`src/rtl/fractal_sync_mc_fifo.sv`:
```
// Multi-channel FIFO: one circular buffer per input channel, merged onto a single
// round-robin output with optional fall-through and a grant lock while stalled.
module fractal_sync_mc_fifo #(
  parameter int unsigned FIFO_DEPTH   = 4,
  parameter int unsigned N_CHANNELS   = 2,
  parameter type         fifo_t       = logic,
  parameter bit          COMB_OUT     = 1'b1,
  parameter int unsigned AFULL_THRESH = FIFO_DEPTH - 1,
  localparam int unsigned CH_W        = (N_CHANNELS > 1) ? $clog2(N_CHANNELS) : 1,
  localparam int unsigned CNT_W       = $clog2(FIFO_DEPTH + 1)
) (
  input  logic                  clk_i,
  input  logic                  rst_i,
  input  logic [N_CHANNELS-1:0] flush_i,
  input  logic [N_CHANNELS-1:0] push_valid_i,
  input  fifo_t                 push_data_i [N_CHANNELS],
  output logic [N_CHANNELS-1:0] push_ready_o,
  output logic                  pop_valid_o,
  output fifo_t                 pop_data_o,
  output logic [CH_W-1:0]       pop_ch_o,
  input  logic                  pop_ready_i,
  output logic [CNT_W-1:0]      count_o [N_CHANNELS],
  output logic [N_CHANNELS-1:0] afull_o
);

  localparam int unsigned PTR_W = (FIFO_DEPTH > 1) ? $clog2(FIFO_DEPTH) : 1;

  fifo_t                 mem    [N_CHANNELS][FIFO_DEPTH];
  logic [PTR_W-1:0]      rd_ptr [N_CHANNELS];
  logic [PTR_W-1:0]      wr_ptr [N_CHANNELS];
  logic [CH_W-1:0]       prio;
  logic [CH_W-1:0]       grant;
  logic [CH_W-1:0]       lock_ch;
  logic                  lock_vld;
  logic                  grant_vld;
  logic                  pop_done;
  logic [N_CHANNELS-1:0] push_acc;
  logic [N_CHANNELS-1:0] eligible;
  logic [N_CHANNELS-1:0] pop_sel;
  logic [N_CHANNELS-1:0] mem_wr;
  logic [N_CHANNELS-1:0] mem_rd;
  logic [CH_W:0]         idx_sum;
  logic [CH_W-1:0]       cand;

  function automatic logic [PTR_W-1:0] next_ptr(input logic [PTR_W-1:0] p);
    return (p == PTR_W'(FIFO_DEPTH - 1)) ? '0 : p + PTR_W'(1);
  endfunction

  always_comb begin
    for (int c = 0; c < int'(N_CHANNELS); c++) begin
      push_ready_o[c] = (count_o[c] != CNT_W'(FIFO_DEPTH));
      push_acc[c]     = push_valid_i[c] & push_ready_o[c];
      eligible[c]     = (count_o[c] != '0) | (COMB_OUT & push_acc[c]);
      afull_o[c]      = (count_o[c] >= CNT_W'(AFULL_THRESH));
    end
  end

  // A locked grant wins outright; otherwise scan from prio with wrap-around.
  always_comb begin
    grant_vld = 1'b0;
    grant     = '0;
    idx_sum   = '0;
    cand      = '0;
    if (lock_vld) begin
      grant_vld = 1'b1;
      grant     = lock_ch;
    end else begin
      for (int i = 0; i < int'(N_CHANNELS); i++) begin
        idx_sum = {1'b0, prio} + (CH_W+1)'(i);
        if (idx_sum >= (CH_W+1)'(N_CHANNELS)) idx_sum = idx_sum - (CH_W+1)'(N_CHANNELS);
        cand = idx_sum[CH_W-1:0];
        if (!grant_vld && eligible[cand]) begin
          grant_vld = 1'b1;
          grant     = cand;
        end
      end
    end
  end

  always_comb begin
    pop_valid_o = grant_vld;
    pop_data_o  = '0;
    pop_ch_o    = '0;
    if (grant_vld) begin
      pop_ch_o   = grant;
      pop_data_o = (count_o[grant] == '0) ? push_data_i[grant] : mem[grant][rd_ptr[grant]];
    end
  end

  assign pop_done = grant_vld & pop_ready_i;

  // A fall-through element consumed in its arrival cycle never touches memory.
  always_comb begin
    for (int c = 0; c < int'(N_CHANNELS); c++) begin
      pop_sel[c] = pop_done && (grant == CH_W'(c));
      mem_wr[c]  = push_acc[c] && !flush_i[c] && !(pop_sel[c] && (count_o[c] == '0));
      mem_rd[c]  = pop_sel[c] && (count_o[c] != '0);
    end
  end

  always_ff @(posedge clk_i) begin
    for (int c = 0; c < int'(N_CHANNELS); c++) begin
      if (mem_wr[c]) mem[c][wr_ptr[c]] <= push_data_i[c];
    end
  end

  always_ff @(posedge clk_i) begin
    for (int c = 0; c < int'(N_CHANNELS); c++) begin
      if (rst_i || flush_i[c]) begin
        count_o[c] <= '0;
        rd_ptr[c]  <= '0;
        wr_ptr[c]  <= '0;
      end else begin
        if (mem_wr[c]) wr_ptr[c] <= next_ptr(wr_ptr[c]);
        if (mem_rd[c]) rd_ptr[c] <= next_ptr(rd_ptr[c]);
        case ({mem_wr[c], mem_rd[c]})
          2'b10:   count_o[c] <= count_o[c] + CNT_W'(1);
          2'b01:   count_o[c] <= count_o[c] - CNT_W'(1);
          default: count_o[c] <= count_o[c];
        endcase
      end
    end
  end

  // Flushing the granted channel drops the lock so arbitration restarts cleanly.
  always_ff @(posedge clk_i) begin
    if (rst_i) begin
      prio     <= '0;
      lock_vld <= 1'b0;
      lock_ch  <= '0;
    end else begin
      lock_vld <= grant_vld && !pop_ready_i && !flush_i[grant];
      lock_ch  <= grant;
      if (pop_done) prio <= (grant == CH_W'(N_CHANNELS - 1)) ? '0 : grant + CH_W'(1);
    end
  end

endmodule

```
`config.mk`:
```
export PLATFORM = sky130hd
export DESIGN_NAME = fractal_sync_mc_fifo
export DESIGN_NICKNAME = d
export VERILOG_FILES = /design/src/rtl/fractal_sync_mc_fifo.sv
export SDC_FILE = /design/constraint.sdc
export NUM_CORES = 1
export LEC_CHECK = 0
export ABC_AREA = 0
export CORE_AREA = 2 2 61 63
export CTS_CLUSTER_DIAMETER = 60
export DETAILED_ROUTE_END_ITERATION = 16
export DIE_AREA = 0 0 63 65
export GPL_ROUTABILITY_DRIVEN = 0
export MAX_ROUTING_LAYER = met4
export PLACE_DENSITY = 0.75
export SLEW_MARGIN = 15
export SYNTH_ARGS = -nofsm -noshare
export SYNTH_HDL_FRONTEND = slang
export SYNTH_SLANG_ARGS = --single-unit
```
`constraint.sdc`:
```
create_clock -name clk_i -period 3.33 [get_ports clk_i]
set_input_delay 0.333 -clock clk_i [delete_from_list [all_inputs] [get_ports clk_i]]
set_output_delay 0.333 -clock clk_i [all_outputs]
set_load 0.01 [all_outputs]
```
==> results of run 1 <==
-- worst max-delay path: stages (launching register included) --
cell and delay, ns:
dfxtp_1 0.38, or3_1 0.49, or3_4 0.40, nand2_4 0.12
a311oi_2 0.17, inv_2 0.12, ha_1 0.18, inv_1 0.06
fa_1 0.38, xor2_1 0.16, or3_1 0.30, a21oi_1 0.15
-- cells in the final DEF, fill, tap and decap left out, types with 2 or more instances in the layout --
cell type / Yosys / routed
nor2_1: 11 / 11
xor2_1: 4 / 4
inv_1: 18 / 18
nor4_1: 6 / 6
clkbuf_4: 0 / 3
nor3_1: 3 / 3
nand3_1: 4 / 4
or3_1: 4 / 4
fa_1: 2 / 2
a21oi_1: 7 / 7
or2_2: 2 / 2
mux4_2: 2 / 2
clkdlybuf4s50_1: 0 / 21
edfxtp_1: 16 / 16
o22ai_1: 2 / 2
a21o_1: 2 / 2
ha_1: 12 / 12
o21ai_0: 3 / 3
and2_1: 9 / 9
dfxtp_1: 9 / 9
inv_2: 2 / 2
nand2_1: 6 / 6
nand2b_1: 5 / 5
-- registers in the layout (all words and copies together), names as in the netlist --
name / count
mem: 8
count_o: 6
rd_ptr: 4
wr_ptr: 4
lock_ch: 1
lock_vld: 1
prio: 1
-- cell type report --
cell class,count,share of cell area [%]
inverters,20,4.20
clock inverters,1,0.280
flip-flops and latches,25,37.0
repair buffers,21,11.8
clock buffers,3,1.26
well taps,48,3.36
multi-input cells,97,42.2
-- cells in the mapped netlist --
master and count:
fa_1 2, and3_1 1, o311a_1 1, nor4_2 1
a311oi_1 1, inv_2 2, dfxtp_1 9, or2_2 2
nand2_4 1, inv_1 18, nor2b_1 1, o311a_4 1
buf_2 1, xor2_1 4, o31ai_1 1, nand2_1 6
and2_1 9, ha_1 12, nand3_1 4, or3_1 4
edfxtp_1 16, nor3b_1 1, a21oi_1 7, a311oi_2 1
a21o_1 2, nand2b_1 5, o21ai_0 3, o22ai_1 2
mux4_2 2, clkbuf_1 2, nor4_1 6, or3_4 1
o31a_4 1, and4_1 1, nor3_1 3, nor2_1 11
-- where the power goes --
group / switching, mW / internal (mW) / leakage [nW]
clock network: 0.0919 / 0.0449 / 0.0177
registers: 0.0116 / 0.342 / 0.236
logic: 0.0588 / 0.0549 / 0.436
-- routing by layer --
layer / vias up / GRT usage (%) / routed length [um] / share of wire (%)
met2: 25 / 29.7 / 1450 / 51
li1: 550 / - / - / -
met1: 509 / 17.8 / 1260 / 44
met5: - / - / 0 / 0
met3: 4 / 3.13 / 99 / 3.5
met4: 0 / 3.89 / 31 / 1.1
-- worst paths after layout --
path                                 from                      end  slack [ns]  depth (start not counted)
setup / recovery  count_o[0]$_SDFFE_PP0P_  count_o[5]$_SDFFE_PP0P_        0.37                         11
hold / removal    count_o[2]$_SDFFE_PP0P_  count_o[2]$_SDFFE_PP0P_        0.57                          2
setup reg to reg  count_o[0]$_SDFFE_PP0P_  count_o[5]$_SDFFE_PP0P_        0.37                         11
hold reg to reg   count_o[2]$_SDFFE_PP0P_  count_o[2]$_SDFFE_PP0P_        0.57                          2
-- metrics by stage --
step,setup WS (ns),cells
6_report,0.369,215
5_1_grt,0.219,215
4_1_cts,0.374,215
3_5_place_dp,0.252,211
3_3_place_gp,0.361,211
2_1_floorplan,0.569,145
-- logic make-up after synthesis --
| family | count (synthesis) |
|---|---|
| AOI/OAI and AO/OA | 20 |
| xor gates and xnor gates | 4 |
| and+or+nand+nor | 57 |
| adders and majority gates | 14 |
| DFF | 25 |
| buffers and inverters | 23 |
| muxes | 2 |
==> key figures, run 1 <==
Status
  – Status: complete, no violations

Global routing
  – Grt ovf: 0
  – Initial antenna violation count: 0
  – First-pass GRT wire length: 5130 um
  – Pin count of the biggest net entering global routing: 15
  – Total GRT Usage: 16.0%
  – Vias in the first global route: 1187

Die
  – Die ar.: 0.00410 mm2
  – Vert. Die Dim: 65 um
  – Initial Util: 42.9%
  – Die X: 63 um
  – # IOs: 22
  – Row cnt: 22
  – Core ar.: 0.00350 mm2

Timing
  – Fmax: 338 MHz
  – Min cycle time layout: 2.96 ns
  – Worst Tran Pin Value: 0.413 ns
  – Clock Skew: 0.00728 ns
  – # setup viols final: 0
  – Total Neg Setup Slack: 0 ns
  – Hold slack final: 0.567 ns
  – Max-slew violations: 0
  – Relative slew slack: 72.2%
  – RSZ-0062 raised after global routing: false
  – Tcrit/Tclk final: 88.9%
  – Hold violation total from the final report: 0

Clock network
  – Num CTS Buffers: 3
  – Post-CTS Setup Bufs: 0
  – Clock-pin slew on the worst setup and hold paths: 0.14 ns
  – CTS tree: built
  – Clk_lat worst skew: 0.32 ns
  – H-tree level count: 1
  – CTS root buf: clkbuf_4
  – CTS max path bufs: 2
  – Clk sink count: 25
  – Hold Buf Count CTS: 0
  – Cells resized by post-CTS repair: 0

Yosys
  – Mapped Nets: 168
  – Post-synthesis xor/xnor area fraction: 2.33%
  – Adder-cell share of the synthesized area: 12.7%
  – Cells after synthesis: 145
  – Multiplexer area fraction after synthesis: 3.00%
  – Syn avg cell area: 10.4 um2
  – Largest family of logic cells by synthesized area: simple AND/OR/NAND/NOR gates
  – Yosys warns: 0
  – Ranking of synthesized cells by area: edfxtp_1 (32%), dfxtp_1 (12%), ha_1 (10%)
  – Number of distinct library cells after synthesis: 36
  – Synth Area in Compound Gates: 10.5%
  – Synth Cell Area: 0.00150 mm2
  – Synth Register Bits: 25
  – Top cell type's share of synthesized area: 32.0%
  – Area leader, netlist: edfxtp_1
  – Post-synthesis sequential area ratio: 44.0%
  – Synth Area in Simple Gates: 21.7%

Cells and area
  – Reg area: 661 um2
  – Layout cells sized above 1: 9.58%
  – Core Util, Final: 51.1%
  – Ant diodes: 0
  – Layout overhead on the synthesized area: 19.0%
  – Fill count: 335
  – Multi-input gate area: 753 um2
  – Final net count: 191
  – Final non-filler cell area: 0.00179 mm2

Route
  – DRC: 0
  – Via density: 5.06
  – Vias: 1088
  – DR WL/cell: 13.2 um
  – Final WL: 2840 um
  – DRT iter0 DRCs: 36
  – ANT nets after route: 0
  – TritonRoute pass-1 iters: 4

Flow run
  – Max_cap viols: 0

Critical path
  – Critical path capture point type: flip-flop
  – Critical Path Start Type: flip-flop
  – CP arrival: 3.21 ns
  – Critical path peak fanout: 8
  – CP required: 3.58 ns
  – Setup CP Type: reg2reg

Power
  – Pwr dens: 338 mW/mm2
  – Leak pwr: 0.689 nW
  – Total power: 604 uW
  – Worst-case vdd ir drop: 0.000227 V

Place
  – Port buffer count: 21
  – Placed Instance Area: 0.00176 mm2
  – Hpwl dp: 2310 um

Hold path
  – Hold WC Path Type: reg2reg
No activity file was read; power rests on OpenSTA's default activity.
==> run 2, diff against run 1 <==
--- a/config.mk
+++ b/config.mk
@@ -6,13 +6,12 @@
 export NUM_CORES = 1
 export LEC_CHECK = 0
 export ABC_AREA = 0
-export CORE_AREA = 2 2 61 63
-export CTS_CLUSTER_DIAMETER = 60
+export CORE_AREA = 2 2 73 54
 export DETAILED_ROUTE_END_ITERATION = 16
-export DIE_AREA = 0 0 63 65
+export DIE_AREA = 0 0 75 56
 export GPL_ROUTABILITY_DRIVEN = 0
 export MAX_ROUTING_LAYER = met4
-export PLACE_DENSITY = 0.75
+export PLACE_DENSITY = 0.74
 export SLEW_MARGIN = 15
 export SYNTH_ARGS = -nofsm -noshare
 export SYNTH_HDL_FRONTEND = slang
==> key figures, run 2 (same netlist as run 1, synthesis figures left out) <==
Status
  – Status: complete, no violations

Critical path
  – Critical path peak fanout: 8
  – CP required: 3.54 ns
  – Critical path capture point type: flip-flop
  – CP arrival: 3.20 ns
  – Setup CP Type: reg2reg
  – First element of the critical path: count_o[0]$_SDFFE_PP0P_
  – FF-to-FF Start: count_o[0]$_SDFFE_PP0P_
  – Critical Path Start Type: flip-flop

Clock network
  – H-tree level count: 1
  – CTS tree: built
  – Clk sink count: 25
  – Clk_lat worst skew: 0.27 ns
  – Clock-pin slew on the worst setup and hold paths: 0.08 ns
  – CTS max path bufs: 2
  – CTS root buf: clkbuf_8
  – Cells resized by post-CTS repair: 0
  – Num CTS Buffers: 3
  – Hold Buf Count CTS: 0
  – Post-CTS Setup Bufs: 0

Timing
  – Max-slew violations: 0
  – Fmax: 334 MHz
  – RSZ-0062 raised after global routing: false
  – Total Neg Setup Slack: 0 ns
  – Clock Skew: 0.00293 ns
  – Hold violation total from the final report: 0
  – Relative slew slack: 72.9%
  – Setup slack after layout: 0.339 ns
  – Tcrit/Tclk final: 89.8%
  – # setup viols final: 0
  – Min cycle time layout: 2.99 ns
  – Worst Tran Pin Value: 0.406 ns

Route
  – Vias: 1105
  – ANT nets after route: 0
  – TritonRoute pass-1 iters: 4
  – DR WL/cell: 13.3 um
  – DRT iter0 DRCs: 33
  – Final WL: 2890 um
  – DRC: 0
  – Via density: 5.09

Power
  – Leak pwr: 0.694 nW
  – Worst-case vdd ir drop: 0.000205 V
  – Pwr dens: 358 mW/mm2

Die
  – # IOs: 22
  – Die ar.: 0.00420 mm2
  – Vert. Die Dim: 56 um
  – Core ar.: 0.00345 mm2
  – Initial Util: 43.6%
  – Die X: 75 um
  – Row cnt: 18

Place
  – Port buffer count: 21
  – Hpwl dp: 2330 um
  – Pre-CTS setup slack: 0.252 ns
  – Placed Instance Area: 0.00176 mm2

Global routing
  – Pin count of the biggest net entering global routing: 14
  – Total GRT Usage: 15.7%
  – Met3 Usage GRT: 3.44%
  – Vias in the first global route: 1044
  – Grt ovf: 0
  – First-pass GRT wire length: 4820 um
  – Initial antenna violation count: 0
  – Grt met1 use: 21.5%
  – Gr busiest metal: met2
  – Met2 usage: 21.9%

Cells and area
  – Commonest non-fill, non-tap cell in the layout: clkdlybuf4s50_1
  – Layout overhead on the synthesized area: 20.3%
  – Max reg flops: 8
  – Final net count: 191
  – Final non-filler cell area: 0.00181 mm2
  – Ant diodes: 0
  – Most frequent cells in the layout: clkdlybuf4s50_1 (21), inv_1 (18), edfxtp_1 (16)
  – Layout cells sized above 1: 8.98%

Flow run
  – Max_cap viols: 0

Hold path
  – Hold Startpoint: count_o[2]$_SDFFE_PP0P_
  – Hold WC Path Type: reg2reg
-- run 2: cell types whose count changed in the layout (fill, tap and decap cells not counted), sizes merged --
| cell | delta |
|---|---|
| clkbuf | +1 |
| clkinv | -1 |
-- run 2: layout make-up --
type,count,area (um2)
multi-input cells,97,753
flip-flops and latches,25,661
clock buffers,4,45.0
fillers,316,1640
well taps,50,62.6
inverters,20,75.1
repair buffers,21,210
-- run 2: path summary, 6_finish.rpt --
path                             endpoint  slack [ns]  cells past startpoint
setup / recovery  count_o[5]$_SDFFE_PP0P_        0.34                     11
setup reg to reg  count_o[5]$_SDFFE_PP0P_        0.34                     11
hold / removal    count_o[2]$_SDFFE_PP0P_        0.55                      2
hold reg to reg   count_o[2]$_SDFFE_PP0P_        0.55                      2
-- run 2: power breakdown --
group	total (mW)	internal (mW)	switching, mW	leakage (nW)
Combinational	0.115	0.0547	0.0602	0.436
Sequential	0.354	0.342	0.0119	0.236
Clock	0.178	0.0857	0.0922	0.0228
-- run 2: critical path, cell delays in order (launching register included) --
cell	delay, ns
dfxtp_1	0.36
or3_1	0.50
or3_4	0.40
nand2_4	0.12
nand3_1	0.18
inv_1	0.11
ha_1	0.19
inv_1	0.06
fa_1	0.37
xor2_1	0.16
or3_1	0.31
a21oi_1	0.15
-- run 2: through the flow --
step           total power, mW  instances  hold slack (ns)  util [%]
6_report                 0.646        217            0.554      52.4
5_1_grt                  0.676        217            0.603      52.4
4_1_cts                  0.648        217            0.556      52.4
3_5_place_dp             0.475        213            0.541      51.1
3_3_place_gp             0.470        213            0.516      51.1
2_1_floorplan            0.430        145            0.405         -
-- run 2: layer usage --
metal,vias up,part of all wire [%]
met5,-,0
met4,0,2.7
met3,7,2.7
met2,17,45
met1,524,50
li1,557,-
==> run 3, diff against run 2 <==
--- a/config.mk
+++ b/config.mk
@@ -12,7 +12,7 @@
 export GPL_ROUTABILITY_DRIVEN = 0
 export MAX_ROUTING_LAYER = met4
 export PLACE_DENSITY = 0.74
-export SLEW_MARGIN = 15
+export SLEW_MARGIN = 10
 export SYNTH_ARGS = -nofsm -noshare
 export SYNTH_HDL_FRONTEND = slang
 export SYNTH_SLANG_ARGS = --single-unit
==> results of run 3 <==
The final DEF is identical to that of run 2; final timing and power are the same.
